==> src/rtl/filter_frame_ctrl.sv <==
// ---------------------------------------------------------------------------
// filter_frame_ctrl
//
// Frame sequencer for the 3x3 operation-window filter pipeline. A start
// command clears the window/operation stages with a one-cycle refresh pulse.
// It then reads the image row-major from pixel memory and streams tagged
// pixel words into the window generator. After the last pixel it sends an
// end-of-frame word and waits for that tag to come back out of the operation
// stage. Results seen on the way are counted. Completion is signalled with a
// done pulse, or with a sticky timeout error if the end tag never returns.
//
// Ports:
//   clk, rst      clock, synchronous active-high reset
//   start         begin a frame (only honoured while idle)
//   base_addr     address of pixel (0,0), latched at start
//   img_width     pixels per line, latched at start
//   img_height    lines per frame, latched at start
//   busy          high whenever the sequencer is not idle
//   done          one-cycle completion pulse
//   timeout_err   sticky drain timeout flag, cleared by an accepted start
//   rd_req        pixel memory read request
//   rd_addr       pixel memory read address
//   rd_ack        read transfer happens this cycle
//   rd_data       read pixel, valid with rd_ack
//   refresh       pipeline clear pulse to window/operation stages
//   pix_out       tagged word into the window generator, every cycle
//   res_in        tagged word from the operation stage
//   result_cnt    number of result words seen during the current frame
// ---------------------------------------------------------------------------
module filter_frame_ctrl #(
  parameter int                   TAG_WIDTH    = 2,
  parameter logic [TAG_WIDTH-1:0] INVALID_TAG  = 2'd0,
  parameter logic [TAG_WIDTH-1:0] DATA_TAG0    = 2'd1,
  parameter logic [TAG_WIDTH-1:0] DATA_TAG1    = 2'd2,
  parameter logic [TAG_WIDTH-1:0] DATA_END_TAG = 2'd3,
  parameter int                   DATA_WIDTH   = 8 + TAG_WIDTH,
  parameter int                   DIM_WIDTH    = 10,
  parameter int                   ADDR_WIDTH   = 20,
  parameter int                   TIMEOUT      = 4096
) (
  input  logic                   clk,
  input  logic                   rst,
  input  logic                   start,
  input  logic [ADDR_WIDTH-1:0]  base_addr,
  input  logic [DIM_WIDTH-1:0]   img_width,
  input  logic [DIM_WIDTH-1:0]   img_height,
  output logic                   busy,
  output logic                   done,
  output logic                   timeout_err,
  output logic                   rd_req,
  output logic [ADDR_WIDTH-1:0]  rd_addr,
  input  logic                   rd_ack,
  input  logic [7:0]             rd_data,
  output logic                   refresh,
  output logic [DATA_WIDTH-1:0]  pix_out,
  input  logic [DATA_WIDTH-1:0]  res_in,
  output logic [2*DIM_WIDTH-1:0] result_cnt
);

  localparam int CNT_WIDTH = $clog2(TIMEOUT + 1);
  localparam logic [DIM_WIDTH-1:0]   DIM_ONE  = 1;
  localparam logic [ADDR_WIDTH-1:0]  ADDR_ONE = 1;
  localparam logic [CNT_WIDTH-1:0]   CNT_ONE  = 1;
  localparam logic [CNT_WIDTH-1:0]   CNT_LAST = CNT_WIDTH'(TIMEOUT - 1);
  localparam logic [2*DIM_WIDTH-1:0] RES_ONE  = 1;
  localparam logic [DATA_WIDTH-1:0]  FILLER   = {INVALID_TAG, 8'h00};

  typedef enum logic [2:0] {
    ST_IDLE,
    ST_REFRESH,
    ST_FETCH,
    ST_END,
    ST_DRAIN,
    ST_DONE
  } state_e;

  state_e                 state_q, state_d;
  logic [ADDR_WIDTH-1:0]  rd_addr_q, rd_addr_d;
  logic [DIM_WIDTH-1:0]   width_q, width_d;
  logic [DIM_WIDTH-1:0]   height_q, height_d;
  logic [DIM_WIDTH-1:0]   x_q, x_d;
  logic [DIM_WIDTH-1:0]   y_q, y_d;
  logic [CNT_WIDTH-1:0]   drain_q, drain_d;
  logic [2*DIM_WIDTH-1:0] result_cnt_q, result_cnt_d;
  logic [DATA_WIDTH-1:0]  pix_q, pix_d;
  logic                   busy_q, busy_d;
  logic                   done_q, done_d;
  logic                   timeout_q, timeout_d;
  logic                   rd_req_q, rd_req_d;
  logic                   refresh_q, refresh_d;

  logic [TAG_WIDTH-1:0]   res_tag;
  logic                   res_is_data;
  logic                   last_col;
  logic                   res_pix_unused;

  // Only the tag of the operation output matters here; the pixel is ignored.
  assign res_tag        = res_in[8 +: TAG_WIDTH];
  assign res_is_data    = (res_tag == DATA_TAG0) || (res_tag == DATA_TAG1);
  assign res_pix_unused = ^res_in[7:0];
  assign last_col       = (x_q == width_q - DIM_ONE);

  // State and registered outputs
  always_ff @(posedge clk) begin
    if (rst) begin
      state_q      <= ST_IDLE;
      rd_addr_q    <= '0;
      width_q      <= '0;
      height_q     <= '0;
      x_q          <= '0;
      y_q          <= '0;
      drain_q      <= '0;
      result_cnt_q <= '0;
      pix_q        <= FILLER;
      busy_q       <= 1'b0;
      done_q       <= 1'b0;
      timeout_q    <= 1'b0;
      rd_req_q     <= 1'b0;
      refresh_q    <= 1'b0;
    end else begin
      state_q      <= state_d;
      rd_addr_q    <= rd_addr_d;
      width_q      <= width_d;
      height_q     <= height_d;
      x_q          <= x_d;
      y_q          <= y_d;
      drain_q      <= drain_d;
      result_cnt_q <= result_cnt_d;
      pix_q        <= pix_d;
      busy_q       <= busy_d;
      done_q       <= done_d;
      timeout_q    <= timeout_d;
      rd_req_q     <= rd_req_d;
      refresh_q    <= refresh_d;
    end
  end

  // Next-state logic. Every output register is loaded from the next state,
  // so busy/refresh/rd_req/done line up with the state they describe, and
  // pix_out carries the word produced by the previous cycle's transfer.
  always_comb begin
    state_d      = state_q;
    rd_addr_d    = rd_addr_q;
    width_d      = width_q;
    height_d     = height_q;
    x_d          = x_q;
    y_d          = y_q;
    drain_d      = drain_q;
    result_cnt_d = result_cnt_q;
    timeout_d    = timeout_q;
    pix_d        = FILLER;

    if (state_q != ST_IDLE && res_is_data) begin
      result_cnt_d = result_cnt_q + RES_ONE;
    end

    case (state_q)
      ST_IDLE: begin
        if (start) begin
          state_d      = ST_REFRESH;
          rd_addr_d    = base_addr;
          width_d      = img_width;
          height_d     = img_height;
          x_d          = '0;
          y_d          = '0;
          result_cnt_d = '0;
          timeout_d    = 1'b0;
        end
      end
      ST_REFRESH: begin
        // An empty image skips reading entirely but still sends the end word.
        if (width_q != '0 && height_q != '0) begin
          state_d = ST_FETCH;
        end else begin
          state_d = ST_END;
        end
      end
      ST_FETCH: begin
        // rd_req is high throughout FETCH, so rd_ack alone marks a transfer.
        if (rd_ack) begin
          pix_d     = {(last_col ? DATA_TAG1 : DATA_TAG0), rd_data};
          rd_addr_d = rd_addr_q + ADDR_ONE;
          if (last_col) begin
            x_d = '0;
            y_d = y_q + DIM_ONE;
            if (y_q == height_q - DIM_ONE) begin
              state_d = ST_END;
            end
          end else begin
            x_d = x_q + DIM_ONE;
          end
        end
      end
      ST_END: begin
        pix_d   = {DATA_END_TAG, 8'h00};
        drain_d = '0;
        state_d = ST_DRAIN;
      end
      ST_DRAIN: begin
        // Returning end tag wins over a timeout expiring in the same cycle.
        if (res_tag == DATA_END_TAG) begin
          state_d = ST_DONE;
        end else if (drain_q == CNT_LAST) begin
          timeout_d = 1'b1;
          state_d   = ST_DONE;
        end else begin
          drain_d = drain_q + CNT_ONE;
        end
      end
      ST_DONE: begin
        state_d = ST_IDLE;
      end
      default: begin
        state_d = ST_IDLE;
      end
    endcase
  end

  assign busy_d    = (state_d != ST_IDLE);
  assign refresh_d = (state_d == ST_REFRESH);
  assign rd_req_d  = (state_d == ST_FETCH);
  assign done_d    = (state_d == ST_DONE);

  assign busy        = busy_q;
  assign done        = done_q;
  assign timeout_err = timeout_q;
  assign rd_req      = rd_req_q;
  assign rd_addr     = rd_addr_q;
  assign refresh     = refresh_q;
  assign pix_out     = pix_q;
  assign result_cnt  = result_cnt_q;

endmodule

==> config.mk <==
export PLATFORM = sky130hd
export DESIGN_NAME = filter_frame_ctrl
export DESIGN_NICKNAME = d
export VERILOG_FILES = /design/src/rtl/filter_frame_ctrl.sv
export SDC_FILE = /design/constraint.sdc
export NUM_CORES = 1
export LEC_CHECK = 0
export ABC_AREA = 1
export CELL_PAD_IN_SITES_DETAIL_PLACEMENT = 0
export CELL_PAD_IN_SITES_GLOBAL_PLACEMENT = 2
export CORE_MARGIN = 2
export CORE_UTILIZATION = 31
export DETAILED_ROUTE_END_ITERATION = 16
export PLACE_DENSITY = 0.9
export SLEW_MARGIN = 10
export SYNTH_ARGS = -nofsm -noshare
export SYNTH_HDL_FRONTEND = slang
export SYNTH_SLANG_ARGS = --single-unit
==> constraint.sdc <==
create_clock -name clk -period 4.15 [get_ports clk]
set_input_delay 1.245 -clock clk [delete_from_list [all_inputs] [get_ports clk]]
set_output_delay 1.245 -clock clk [all_outputs]
set_load 0.02 [all_outputs]
After elaboration in Yosys (flattened, before gate mapping)
Index checks and enable logic that the tools add are counted.
{"block": "classes", "muxes": 31, "add_sub_neg": 7, "n_reduce_logical": 16, "eq_ne": 19}
{"cell": "$mux W20", "n": 5}
{"cell": "$mux W10", "n": 6}
{"cell": "$pmux W10 S2", "n": 3}
{"cell": "$add A20 B1 Y20 const B", "n": 2}
{"cell": "$pmux W20 S2", "n": 1}
{"cell": "$mux W13", "n": 2}
{"cell": "$pmux W13 S2", "n": 1}
{"cell": "$add A10 B1 Y10 const B", "n": 2}
{"cell": "$eq A10 B10 Y1", "n": 2}
{"cell": "$reduce_bool A10 Y1", "n": 2}
{"cell": "$sub A10 B1 Y10 const B", "n": 2}
{"cell": "$mux W3", "n": 6}
{"cell": "$pmux W3 S5", "n": 1}
{"cell": "$add A13 B1 Y13 const B", "n": 1}
{"cell": "$eq A13 B12 Y1 const B", "n": 1}
{"cell": "$ne A2 B2 Y1 const B", "n": 6}
{"cell": "$eq A3 B2 Y1 const B", "n": 3}
{"cell": "$reduce_and A4 Y1", "n": 2}
{"cell": "$eq A3 B1 Y1 const B", "n": 2}
{"cell": "$eq A3 B3 Y1 const B", "n": 2}
{"cell": "$reduce_and A3 Y1", "n": 2}
{"cell": "$reduce_bool A2 Y1", "n": 3}
{"cell": "$reduce_bool A3 Y1", "n": 2}
{"cell": "$eq A2 B2 Y1 const B", "n": 2}
{"cell": "other kinds (8)", "n": 12}
{"block": "totals", "elab_cells": 87, "output_inout_bits": 55, "ff_bits": 111}

Logic depth before layout (Yosys ltp)
Gate-level depths: netlist (run 1).
{"block": "logic_depth", "ltp_word": 7, "mapped_depth": 16}

Least setup slack after synthesis (run 1)
OpenSTA, ideal clock, no wires.
{"block": "synth_timing", "path_type": "input -> register", "startpoint": "input res_in[8]", "endpoint": "register result_cnt_q[14], in the netlist result_cnt[14]", "setup_ps": 113, "t_required_ps": 4037, "t_arrival_ps": 2484, "setup_slack_ps": 1553, "path_stages": 9, "path_cell_list": "ha_1 -> nand2_4 -> nor2_4 -> nand3_2 -> nor2_4 -> nand2_2 -> or3_1 -> o21ai_1 -> nor2_1"}
{"block": "synth_between", "elab_chain_cells": 6}
{"item": "from (decl)", "line_no": "56", "rtl": "input logic [DATA_WIDTH-1:0] res_in,"}
{"item": "$eq A2 B1 Y1 / $eq A2 B2 Y1 (equally long branches)", "line_no": "99", "rtl": "assign res_is_data = (res_tag == DATA_TAG0) || (res_tag == DATA_TAG1);"}
{"item": "$logic_or A1 B1 Y1 *", "line_no": "99"}
{"item": "$logic_and A1 B1 Y1 *", "line_no": "153", "rtl": "if (state_q != ST_IDLE && res_is_data) begin"}
{"item": "$mux W20 *", "line_no": "153"}
{"item": "$mux W20", "line_no": "159", "rtl": "if (start) begin"}
{"item": "$mux W20 *", "line_no": "157", "rtl": "case (state_q)"}
{"item": "to (signal assigned)", "line_no": "128", "rtl": "result_cnt_q <= result_cnt_d;"}
{"item": "to (decl)", "line_no": "84", "rtl": "logic [2*DIM_WIDTH-1:0] result_cnt_q, result_cnt_d;"}
Mark *: on every way between the ends. The rest lies on a longest branch, timed or not.
A chain may end at the register's enable or synchronous reset.

Final worst setup path (run 1)
{"block": "layout_timing", "startpoint": "input res_in[9]", "endpoint": "register result_cnt_q[19], in the netlist result_cnt[19]"}
Same word-level chain as after synthesis.

==> results.json, run 1 <==
{
  "outcome": "complete, no violations",
  "dominantRegCellSynth": "dfxtp_1",
  "final_util": 0.408,
  "antenna_found_initial": 0,
  "portBuffers": 108,
  "final_cell_count_no_fill": 1143,
  "synth_edf_count": 0,
  "setup_tns_ns": 0,
  "synthesis.nets": 881,
  "cts-root-buf": "clkbuf_16",
  "fmax_mhz": 359,
  "finalSetupViolations": 0,
  "drt_iter0_drc": 216,
  "grt_pass1_vias": 5093,
  "cts_tree": "done",
  "wl_met2_mm": 6.35,
  "cts_hold_buf": 0,
  "clock_latency_ns": 0.37,
  "htreeDepth": 3,
  "routabilityCongestion": 0.788,
  "tightestPinTransition_ns": 0.671,
  "ys_ff_latch": 111,
  "avgSynthCellArea_um2": 7.10,
  "wire_per_inst_um": 13.3,
  "via_count": 5283,
  "die_w_um": 140,
  "grt_pass1_wl_mm": 25.0,
  "routed_via_density": 4.62,
  "grt_usage": 0.156,
  "syn_to_final_growth_pct": 28.2,
  "wl_met1_mm": 7.92,
  "async_reset_ff_frac": 0,
  "synth.top_cells.by_area": "dfxtp_1, nand2_1, nor2_1, a21oi_1, xor2_1",
  "vdd_ir_drop_max_mv": 0.241,
  "postCtsSetupRepairBufs": 0,
  "grt_overflow": 0,
  "io_pins": 117,
  "finalNetCount": 979,
  "clock_skew_ns": 0.0108,
  "cts_buffer_depth": 2,
  "drv_slew": 0,
  "clk_pin_slew_worst_paths_ns": 0.08,
  "p_per_area_nw_per_um2": 373,
  "yosys.cell_types.count": 41,
  "synthCells": 811,
  "dr.pass1.iters": 4,
  "relSlewSlack": 0.552,
  "grt_max_degree": 39,
  "routed_wl_mm": 15.2,
  "final-hold-violation-count": 0,
  "hp-class": "reg2reg",
  "cts-resized-gates": 0,
  "startpoint_type": "primary input",
  "drc": 0,
  "die_h_um": 140,
  "cp_max_fo": 5,
  "dp_hpwl_mm": 10.9,
  "worst-setup-path-type": "in2reg",
  "fin_crit_sh": 0.671,
  "cts_buffers": 9,
  "arrival_ns": 3.01,
  "power.leakage_nw": 2.82,
  "cp_data_required_time_ns": 4.38,
  "placed_cells": 1127,
  "yosys.area.top_type": "dfxtp_1",
  "yosys_warnings": 0,
  "fin_crit_ns": 2.78,
  "yosysTopAreaCellShare": 0.386,
  "antenna_left": 0,
  "synth_area_um2": 5760,
  "crit_path_end_kind": "register",
  "start_util": 0.318,
  "layout-drive-gt1-share": 0.0613,
  "rsz0062_at_grt": "false",
  "synthTopCellsByCount": "nand2_1, dfxtp_1, nor2_1",
  "maxCapViolCount": 0,
  "top_layer_used": "met4",
  "clkSinkCount": 111,
  "fin_worst_hold_slack_ns": 0.444,
  "num_antenna_cells": 0,
  "ys_seq_area_frac": 0.386,
  "core_area_um2": 18100,
  "post-synth-top-count-cell": "nand2_1",
  "die_area_um2": 19700,
  "route.met3.wl_um": 722,
  "fp-row-count": 49
}
power by group:
group | switching, mW | internal, mW | leakage [nW]
sequential | 0.0688 | 1.13 | 0.904
combinational | 0.344 | 0.242 | 1.76
clock | 0.435 | 0.531 | 0.152
total | 0.848 | 1.90 | 2.82
stage by stage:
stage          worst slack [ns]  power [mW]  instance area [µm²]
3_3_place_gp              0.971        1.81                 7060
2_1_floorplan              1.55        1.59                 5760
3_5_place_dp              0.979        1.81                 7060
6_report                   1.37        2.75                 7380
4_1_cts                    1.36        2.78                 7380
5_1_grt                    1.20        2.90                 7380
routing by layer:
metal / vias to the layer above / track usage
met5: - / 0
met2: 91 / 0.233
met3: 13 / 0.0332
li1: 2837 / -
met1: 2342 / 0.224
met4: 0 / 0.0494
logic make-up after synthesis:
logic type	after synthesis	synth area share
and+or+nand+nor	362	0.281
AOI/OAI and AO/OA	150	0.141
buffers and inverters	119	0.0797
DFF	111	0.386
xor gates and xnor gates	61	0.0952
adders and majority gates	8	0.0174
worst max-delay path: stages:
cell and delay (ns):
clkdlybuf4s50_1 0.41, ha_1 0.32, nand2_4 0.10, nor2_4 0.11, nand2_1 0.11, nor2_4 0.13, nand3_2 0.10, nor2_2 0.16
nand4_1 0.12, xor2_1 0.15, nor2_1 0.05
registers in the layout, summed over array words and instances (netlist names):
register     cells
result_cnt      20
state_q          3
pix_out         10
timeout_err      1
done             1
busy             1
y_q             10
rd_addr         20
rd_req           1
drain_q         13
width_q         10
refresh          1
height_q        10
x_q             10
final cells by class:
type | instances | area [µm²]
inverters | 92 | 345
well taps | 229 | 287
clock inverters | 7 | 97.6
repair buffers | 114 | 1130
fillers | 1861 | 10700
flip-flops and latches | 111 | 2220
clock buffers | 9 | 225
multi-input cells | 581 | 3080
placed cells by master, fill, tap and decap left out, types with 4 or more instances in the layout:
| master | netlist | routed |
|---|---|---|
| nand2_1 | 158 | 158 |
| dfxtp_1 | 111 | 111 |
| clkdlybuf4s50_1 | 0 | 108 |
| nor2_1 | 91 | 91 |
| inv_1 | 84 | 84 |
| a21oi_1 | 65 | 65 |
| o21ai_0 | 52 | 52 |
| nand3_1 | 51 | 51 |
| xor2_1 | 37 | 37 |
| xnor2_1 | 23 | 23 |
| nor3_1 | 17 | 17 |
| nand4_1 | 13 | 13 |
| a31oi_1 | 9 | 9 |
| clkbuf_16 | 0 | 9 |
| inv_2 | 8 | 8 |
| nand2_2 | 8 | 8 |
| o22ai_1 | 8 | 8 |
| ha_1 | 8 | 8 |
| buf_4 | 1 | 6 |
| a211oi_1 | 5 | 5 |
| nor2_2 | 4 | 4 |
| nor2_4 | 4 | 4 |
worst paths after layout:
kind,start,depth (start not counted),slack [ns],end
worst min-delay path,drain_q[11],1,0.44,drain_q[11]
worst max-delay path,res_in[9],11,1.37,result_cnt[19]
worst max register to register,width_q[0],13,1.74,y_q[4]
worst min register to register,drain_q[11],1,0.44,drain_q[11]
(Power assumes the default switching activity.)
==> run 2: changes to the inputs <==
--- a/config.mk
+++ b/config.mk
@@ -9,9 +9,9 @@
 export CELL_PAD_IN_SITES_DETAIL_PLACEMENT = 0
 export CELL_PAD_IN_SITES_GLOBAL_PLACEMENT = 2
 export CORE_MARGIN = 2
-export CORE_UTILIZATION = 31
+export CORE_UTILIZATION = 29
 export DETAILED_ROUTE_END_ITERATION = 16
-export PLACE_DENSITY = 0.9
+export PLACE_DENSITY = 0.85
 export SLEW_MARGIN = 10
 export SYNTH_ARGS = -nofsm -noshare
 export SYNTH_HDL_FRONTEND = slang
==> constraint.sdc (replaced) <==
create_clock -name clk -period 2.88 [get_ports clk]
set_input_delay 0.864 -clock clk [delete_from_list [all_inputs] [get_ports clk]]
set_output_delay 0.864 -clock clk [all_outputs]
set_load 0.02 [all_outputs]
==> results.json, run 2 (same netlist as run 1, synthesis figures left out) <==
{
  "grt_overflow": 0,
  "p_sw_frac": 0.313,
  "reg2reg_setup_slack_ns": 0.57,
  "finalSetupViolations": 0,
  "clock_latency_ns": 0.36,
  "htreeDepth": 3,
  "crit_family": "buffers and inverters",
  "p_int_mw": 2.68,
  "core_area_um2": 19500,
  "fp-row-count": 51,
  "seqPwrFrac": 0.442,
  "die_h_um": 145,
  "start_util": 0.296,
  "power.switching_mw": 1.22,
  "layout-drive-gt1-share": 0.0642,
  "tightestPinTransition_ns": 0.573,
  "power.leakage_nw": 2.84,
  "num_antenna_cells": 0,
  "outcome": "complete, no violations",
  "comb_power_share": 0.225,
  "clk_pin_slew_worst_paths_ns": 0.08,
  "dp_hpwl_mm": 11.3,
  "path_buf_inv": 1,
  "cp_data_required_time_ns": 2.02,
  "final_common_cell": "nand2_1",
  "drv_slew": 0,
  "routed_via_density": 4.50,
  "routabilityCongestion": 0.768,
  "fmax_mhz": 423,
  "portBuffers": 108,
  "arrival_ns": 1.50,
  "finalNetCount": 984,
  "clkSinkCount": 111,
  "fin_crit_ns": 2.36,
  "cp_slowest_cell": "clkdlybuf4s50_1",
  "io_pins": 117,
  "r2r-start": "width_q[0]",
  "p_clk_frac": 0.333,
  "grt_usage": 0.152,
  "clock_skew_ns": 0.0129,
  "wire_per_inst_um": 13.2,
  "grt_max_degree": 36,
  "cts_buffer_depth": 2,
  "finalWorstSetupSlack_ns": 0.517,
  "grt_pass1_vias": 5185,
  "crit_path_end_kind": "primary output",
  "postCtsSetupRepairBufs": 0,
  "antenna_found_initial": 0,
  "antenna_left": 0,
  "fillers": 2122,
  "dr.pass1.iters": 4,
  "startpoint_type": "register",
  "worstHoldStart": "drain_q[11]",
  "maxCapViolCount": 0,
  "p_per_area_nw_per_um2": 522,
  "relSlewSlack": 0.617,
  "worst-setup-path-type": "reg2out",
  "drt_iter0_drc": 316,
  "cts-root-buf": "clkbuf_16",
  "slowest_delay_ns": 0.68,
  "grt_pass1_wl_mm": 26.2,
  "crit_path_start": "rd_addr[15]",
  "syn_to_final_growth_pct": 29.6,
  "drc": 0,
  "cp_max_fo": 6,
  "cts_buffers": 9,
  "cts_tree": "done",
  "cts-resized-gates": 0,
  "vdd_ir_drop_max_mv": 0.259,
  "die_w_um": 145,
  "layout_common_cells": "nand2_1, dfxtp_1, clkdlybuf4s50_1, nor2_1, inv_1",
  "cts_hold_buf": 0,
  "rsz0062_at_grt": "false",
  "hp-class": "reg2reg",
  "setup_tns_ns": 0,
  "path_cells": "clkdlybuf4s50_1",
  "final-hold-violation-count": 0,
  "fin_crit_sh": 0.821,
  "post-place-ws_ns": 0.153,
  "die_area_um2": 21000,
  "via_count": 5327,
  "routed_wl_mm": 15.6
}
run 2: worst paths after layout:
path            endpoint  cells after the start
max          rd_addr[15]                      1
min          drain_q[11]                      1
max reg2reg       y_q[9]                     13
min reg2reg  drain_q[11]                      1
run 2: power groups by stage:
| stage | Combinational (mW) | Clock, mW | Sequential [mW] |
|---|---|---|---|
| 6_report | 0.876 | 1.30 | 1.72 |
| 3_3_place_gp | 0.881 | 0 | 1.76 |
| 5_1_grt | 0.982 | 1.41 | 1.74 |
| 3_5_place_dp | 0.883 | 0 | 1.76 |
| 4_1_cts | 0.888 | 1.36 | 1.72 |
| 2_1_floorplan | 0.488 | 0 | 1.80 |
run 2: layout make-up:
cell class	instances	area, µm²	share of cell area
inverters	92	345	0.0463
multi-input cells	581	3080	0.412
flip-flops and latches	111	2220	0.298
clock buffers	11	233	0.0312
repair buffers	119	1190	0.159
well taps	265	332	0.0444
clock inverters	5	66.3	0.00889
run 2: per-layer routing:
layer	vias to the layer above	routed length (µm)	GRT usage
li1	2842	-	-
met1	2381	7860	0.207
met2	96	6750	0.239
met3	8	860	0.0443
met4	0	112	0.0356
met5	-	0	0
run 2: metrics by stage:
stage	total power, mW	hold slack [ns]	cells	utilization	area, µm²
floorplan	2.29	0.412	811	-	5760
global placement	2.64	0.426	1168	0.368	7160
detailed placement	2.64	0.427	1168	0.368	7160
CTS	3.97	0.444	1184	0.383	7460
global route	4.13	0.476	1184	0.383	7460
finish	3.90	0.447	1184	0.383	7460
